--- config.mk ---
export PLATFORM = sky130hd
export DESIGN_NAME = padovan_uart_tx
export DESIGN_NICKNAME = d
export VERILOG_FILES = /design/src/rtl/padovan_uart_tx_pkg.sv /design/src/rtl/padovan_uart_tx_fifo.sv /design/src/rtl/padovan_uart_tx.sv
export SDC_FILE = /design/constraint.sdc
export NUM_CORES = 1
export LEC_CHECK = 0
export ABC_AREA = 1
export CORE_MARGIN = 2
export CORE_UTILIZATION = 55
export DETAILED_ROUTE_END_ITERATION = 8
export PLACE_DENSITY = 0.71
export SETUP_SLACK_MARGIN = 0.15
export SYNTH_ARGS = -nofsm -noshare
export SYNTH_HDL_FRONTEND = slang
export SYNTH_SLANG_ARGS = --single-unit
--- constraint.sdc ---
create_clock -name clk -period 7.5 [get_ports clk]
set_clock_uncertainty 0.1 [all_clocks]
set_input_delay 1.5 -clock clk [delete_from_list [all_inputs] [get_ports clk]]
set_output_delay 1.5 -clock clk [all_outputs]
set_load 0.1 [all_outputs]
--- src/rtl/padovan_uart_tx_pkg.sv ---
// Shared types for the Padovan register-write UART tap: FSM state encoding
// and the baud divisor derivation.
package padovan_uart_tx_pkg;

  typedef enum logic [1:0] {
    IDLE  = 2'd0,
    START = 2'd1,
    DATA  = 2'd2,
    STOP  = 2'd3
  } txState_t;

  function automatic int calcBaudDiv(input int clkFreq, input int baud);
    return clkFreq / baud;
  endfunction

endpackage

--- src/rtl/padovan_uart_tx_fifo.sv ---
// Synchronous first-word-fall-through FIFO. A push at full is accepted only
// when a pop happens on the same edge; a pop on empty is ignored.
module sync_fifo #(
  parameter int DATAWIDTH = 8,
  parameter int FIFODEPTH = 8
) (
  input  logic                         clk,
  input  logic                         rst,
  input  logic                         push,
  input  logic                         pop,
  input  logic [DATAWIDTH-1:0]         din,
  output logic [DATAWIDTH-1:0]         dout,
  output logic [$clog2(FIFODEPTH):0]   count,
  output logic                         full,
  output logic                         empty
);

  localparam int PW = $clog2(FIFODEPTH);
  localparam int CW = PW + 1;

  logic [DATAWIDTH-1:0] mem [FIFODEPTH];
  logic [PW-1:0]        wrPtr;
  logic [PW-1:0]        rdPtr;
  logic                 pushOk;
  logic                 popOk;

  assign full   = (count == CW'(FIFODEPTH));
  assign empty  = (count == '0);
  assign popOk  = pop && !empty;
  assign pushOk = push && (!full || popOk);
  assign dout   = mem[rdPtr];

  always_ff @(posedge clk) begin
    if (rst) begin
      wrPtr <= '0;
      rdPtr <= '0;
      count <= '0;
    end else begin
      if (pushOk) wrPtr <= wrPtr + 1'b1;
      if (popOk)  rdPtr <= rdPtr + 1'b1;
      count <= count + CW'(pushOk) - CW'(popOk);
    end
  end

  // Storage carries no reset; occupancy and pointers define validity.
  always_ff @(posedge clk) begin
    if (pushOk) mem[wrPtr] <= din;
  end

endmodule

--- src/rtl/padovan_uart_tx.sv ---
// Captures every Bus C write to one register (active-low strobe), queues it,
// and sends each word as an 8N1 frame; frames run back-to-back while queued.
module padovan_uart_tx
  import padovan_uart_tx_pkg::*;
#(
  parameter int CLK_FREQ  = 50000000,
  parameter int BAUD      = 115200,
  parameter int DATAWIDTH = 8,
  parameter int FIFODEPTH = 8,
  parameter int BAUDDIV   = calcBaudDiv(CLK_FREQ, BAUD)
) (
  input  logic                        clk,
  input  logic                        rst,
  input  logic                        lowWr,
  input  logic [DATAWIDTH-1:0]        DataIn,
  output logic                        sTx,
  output logic                        sBusy,
  output logic                        sDropped,
  output logic [$clog2(FIFODEPTH):0]  sCount
);

  localparam int CW  = $clog2(FIFODEPTH) + 1;
  localparam int BW  = (BAUDDIV > 1) ? $clog2(BAUDDIV) : 1;
  localparam int NW  = (DATAWIDTH > 1) ? $clog2(DATAWIDTH) : 1;
  localparam logic [BW-1:0] BAUD_LAST = BW'(BAUDDIV - 1);
  localparam logic [NW-1:0] BIT_LAST  = NW'(DATAWIDTH - 1);

  txState_t             state;
  logic [BW-1:0]        baudCnt;
  logic [NW-1:0]        bitCnt;
  logic [DATAWIDTH-1:0] shiftReg;
  logic                 txReg;
  logic                 busyReg;
  logic                 droppedReg;

  logic                 push;
  logic                 fifoPop;
  logic [DATAWIDTH-1:0] fifoDout;
  logic [CW-1:0]        fifoCount;
  logic                 fifoFull;
  logic                 fifoEmpty;
  logic                 bitEnd;
  logic                 frameSlot;
  logic                 pushOk;
  logic                 idleNext;
  logic [CW-1:0]        countNext;

  assign push      = ~lowWr;
  assign bitEnd    = (baudCnt == BAUD_LAST);
  // A new frame may start from IDLE, or on the last cycle of a stop bit.
  assign frameSlot = (state == IDLE) || (state == STOP && bitEnd);
  assign fifoPop   = frameSlot && !fifoEmpty;
  assign idleNext  = frameSlot && fifoEmpty;
  assign pushOk    = push && (!fifoFull || fifoPop);
  assign countNext = fifoCount + CW'(pushOk) - CW'(fifoPop);

  sync_fifo #(
    .DATAWIDTH (DATAWIDTH),
    .FIFODEPTH (FIFODEPTH)
  ) u_fifo (
    .clk   (clk),
    .rst   (rst),
    .push  (push),
    .pop   (fifoPop),
    .din   (DataIn),
    .dout  (fifoDout),
    .count (fifoCount),
    .full  (fifoFull),
    .empty (fifoEmpty)
  );

  always_ff @(posedge clk) begin
    if (rst) begin
      state      <= IDLE;
      baudCnt    <= '0;
      bitCnt     <= '0;
      shiftReg   <= '0;
      txReg      <= 1'b1;
      busyReg    <= 1'b0;
      droppedReg <= 1'b0;
    end else begin
      busyReg <= !idleNext || (countNext != '0);
      if (push && fifoFull && !fifoPop) droppedReg <= 1'b1;
      case (state)
        IDLE: begin
          txReg   <= 1'b1;
          baudCnt <= '0;
          if (!fifoEmpty) begin
            shiftReg <= fifoDout;
            txReg    <= 1'b0;
            state    <= START;
          end
        end
        START: begin
          if (bitEnd) begin
            baudCnt <= '0;
            bitCnt  <= '0;
            txReg   <= shiftReg[0];
            state   <= DATA;
          end else begin
            baudCnt <= baudCnt + 1'b1;
          end
        end
        DATA: begin
          if (bitEnd) begin
            baudCnt <= '0;
            if (bitCnt == BIT_LAST) begin
              txReg <= 1'b1;
              state <= STOP;
            end else begin
              bitCnt   <= bitCnt + 1'b1;
              shiftReg <= shiftReg >> 1;
              txReg    <= shiftReg[1];
            end
          end else begin
            baudCnt <= baudCnt + 1'b1;
          end
        end
        STOP: begin
          if (bitEnd) begin
            baudCnt <= '0;
            if (!fifoEmpty) begin
              shiftReg <= fifoDout;
              txReg    <= 1'b0;
              state    <= START;
            end else begin
              txReg <= 1'b1;
              state <= IDLE;
            end
          end else begin
            baudCnt <= baudCnt + 1'b1;
          end
        end
      endcase
    end
  end

  assign sTx      = txReg;
  assign sBusy    = busyReg;
  assign sDropped = droppedReg;
  assign sCount   = fifoCount;

endmodule

==> flow_metrics.py <==
metrics = {
    "clock_tree": {
        "cts_tree": "done",
        "cts_setup_buffers": 0,
        "cts_buffers": 9,
        "max-clock-path-buffers": 2,
        "cts_sinks": 102,
        "clk_latency_ps": 350,
        "ctsResizeCount": 0,
        "cts-htree-levels": 3,
        "clk_pin_slew_ps": 90,
        "clock-root-buffer": "clkbuf_8",
        "cts_hold_buf": 0,
    },
    "sta": {
        "tightestPinTransition_ps": 968.7,
        "slew_violations": 0,
        "rsz0062_at_grt": "no",
        "maxSlewHeadroom_pct": 35.22,
        "min_period_ps": 3636,
        "hold_viol": 0,
        "finalSetupTns_ps": 0,
        "fin_crit_sh_pct": 48.48,
        "setup_viol": 0,
        "max_clock_freq_mhz": 275.0,
    },
    "critical_path": {
        "cp_slowest_cell": "clkdlybuf4s50_1",
        "crit_type": "reg2out",
        "path_delay_family": "buffers and inverters",
        "worstSetupStartpoint": "u_fifo.count[1]",
        "cpPeakStageDelay_ps": 1190,
        "reg2reg_from": "baudCnt[0]",
        "path_buf_inv": 1,
        "cp.required_ps": 5900,
        "end_kind": "output pin",
        "worst_ep_arrival_time_ps": 2040,
        "critical_path.cell_chain": "clkdlybuf4s50_1",
        "startpoint_type": "flop",
        "critPathMaxFanout": 6,
    },
    "synth": {
        "synth_cell_types": 32,
        "yosys_most_used_dff": "edfxtp_1",
        "yosysWarnings": 0,
        "syn_area_per_cell_um2": 9.432,
        "ys_ff_latch": 102,
        "syn_area_um2": 4556,
        "ys_seq_area_share_pct": 58.88,
        "synth_area_leaders": "edfxtp_1 (42%), dfxtp_1 (17%), nand2_1 (9.6%)",
        "synth-edff-count": 64,
        "synth-async-reset-ratio_pct": 0,
        "yosysTopAreaCellShare_pct": 42.19,
        "synth_cells": 483,
        "syn-num-nets": 516,
        "synth_largest_area_cell": "edfxtp_1",
    },
    "place": {
        "dp_hpwl_mm": 5.593,
        "port_buffers": 17,
        "gp_congestion": 0.8484,
        "placed_cells": 589,
        "postPlaceCellArea_um2": 4788,
    },
    "finish": {
        "finish.instance_area_um2": 4986,
        "syn2layout_area_growth_pct": 9.448,
        "layout_common_cells": "nand2_1 (117), nand3_1 (67), edfxtp_1 (64), nor2_1 (47), inv_1 (43)",
        "diodes": 0,
        "final_common_cell": "nand2_1",
        "finalNonFillerCells": 605,
        "nNetsFinal": 528,
        "drive_above_1_share_pct": 5.200,
    },
    "global_routing": {
        "grt_max_degree": 34,
        "gr-total-overflow": 0,
        "track_usage_pct": 19.81,
        "antenna_found_initial": 0,
        "grt_pass1_wl_mm": 13.63,
        "grt_pass1_vias": 2917,
    },
    "worst_hold_path": {
        "min-delay-path-class": "reg2reg",
        "worstHoldStart": "baudCnt[5]",
    },
    "floorplanning": {
        "die_area_um2": 9027,
        "dieWidth_um": 95.01,
        "num_io_pins": 18,
        "coreArea_um2": 8134,
        "rows": 33,
        "initial_core_util_pct": 56.01,
        "fp.dieH_um": 95.01,
    },
    "job": {
        "drv_cap": 0,
    },
    "drt": {
        "firstDrtPassIters": 4,
        "ant_nets": 0,
        "num_vias": 3136,
        "drt_iter0_markers": 202,
        "wl_mm": 8.266,
        "drt-wirelength-per-cell_um": 13.66,
        "drc": 0,
        "viasPerCell": 5.183,
    },
    "pwr": {
        "peakVddDrop_mv": 0.2831,
        "p_leak_nw": 2.001,
        "power.density_nw_per_um2": 356.3,
    },
    "run_status": {
        "outcome": "finished, final reports clean",
    },
}
sequential cells by signal, indices dropped and copies added (netlist names), named ones only:
signal,count
baudCnt,9
bitCnt,3
sBusy,1
sDropped,1
sTx,1
shiftReg,8
state,2
u_fifo.count,4
u_fifo.mem,64
u_fifo.rdPtr,3
u_fifo.wrPtr,3
routing by layer:
layer / wire (um) / track usage (%) / vias up
met3: 466 / 2.925 / 5
met4: 47 / 7.005 / 0
met2: 3970 / 32.39 / 65
met5: 0 / 0 / -
li1: - / - / 1627
met1: 3782 / 27.22 / 1439
worst register-to-register path, cell delays in order, from the launching register on:
cell and delay, ps:
dfxtp_1 420, ha_1 180, nand2_1 50, nor2_1 180, nand3_1 110, nand2_1 110
nand2_1 220, inv_1 120, ha_1 230, inv_1 60, ha_1 150, inv_1 50
fa_1 370, nand2_1 80, inv_1 40, nor4_1 250, nand3_1 110, nand2_1 70
inv_1 40
stage by stage:
step	util, %	total power [mW]	setup WS, ps	hold WS [ps]
3_3_place_gp	58.87	1.431	3791	346.6
3_5_place_dp	58.87	1.455	3765	352.6
5_1_grt	61.30	1.917	3765	380.5
4_1_cts	61.30	1.787	3827	369.9
2_1_floorplan	-	1.298	4159	326.9
6_report	61.30	1.776	3864	369.9
power breakdown:
| part | internal (mW) | switching (mW) | total (mW) |
|---|---|---|---|
| registers | 0.662 | 0.0453 | 0.708 |
| logic | 0.234 | 0.498 | 0.732 |
| clock network | 0.157 | 0.180 | 0.337 |
cell type report:
type	count	area, um^2
multi-input cells	318	1624
flip-flops and latches	102	2683
well taps	105	131.4
clock inverters	5	46.29
clock buffers	11	151.4
inverters	46	172.7
fillers	663	3148
repair buffers	18	177.7
synth_stat cells (2+ instances only):
| cell type | n |
|---|---|
| nand2_1 | 117 |
| nand3_1 | 67 |
| edfxtp_1 | 64 |
| nor2_1 | 47 |
| inv_1 | 43 |
| dfxtp_1 | 38 |
| a21oi_1 | 27 |
| ha_1 | 20 |
| o21ai_0 | 16 |
| clkbuf_1 | 11 |
| buf_2 | 4 |
| nor2_2 | 3 |
| xor2_1 | 3 |
| a31oi_1 | 2 |
| fa_1 | 2 |
| inv_2 | 2 |
| nor3b_1 | 2 |
final timing paths:
kind | endpoint | slack, ps | cells after the start
max | sCount[1] | 3860 | 1
min | baudCnt[5] | 370 | 1
max reg2reg | sBusy | 4460 | 18
min reg2reg | baudCnt[5] | 370 | 1
kinds of logic (layout without fill, tap and decap cells):
group / Yosys count / after routing / synth area share (%)
xor gates and xnor gates: 3 / 3 / 0.5769
buffers and inverters: 63 / 80 / 5.465
AOI/OAI and AO/OA: 48 / 48 / 5.686
and+or+nand+nor: 245 / 245 / 23.02
adders and majority gates: 22 / 22 / 6.372
DFF: 102 / 102 / 58.88
Power figures use the tool's default switching activity.
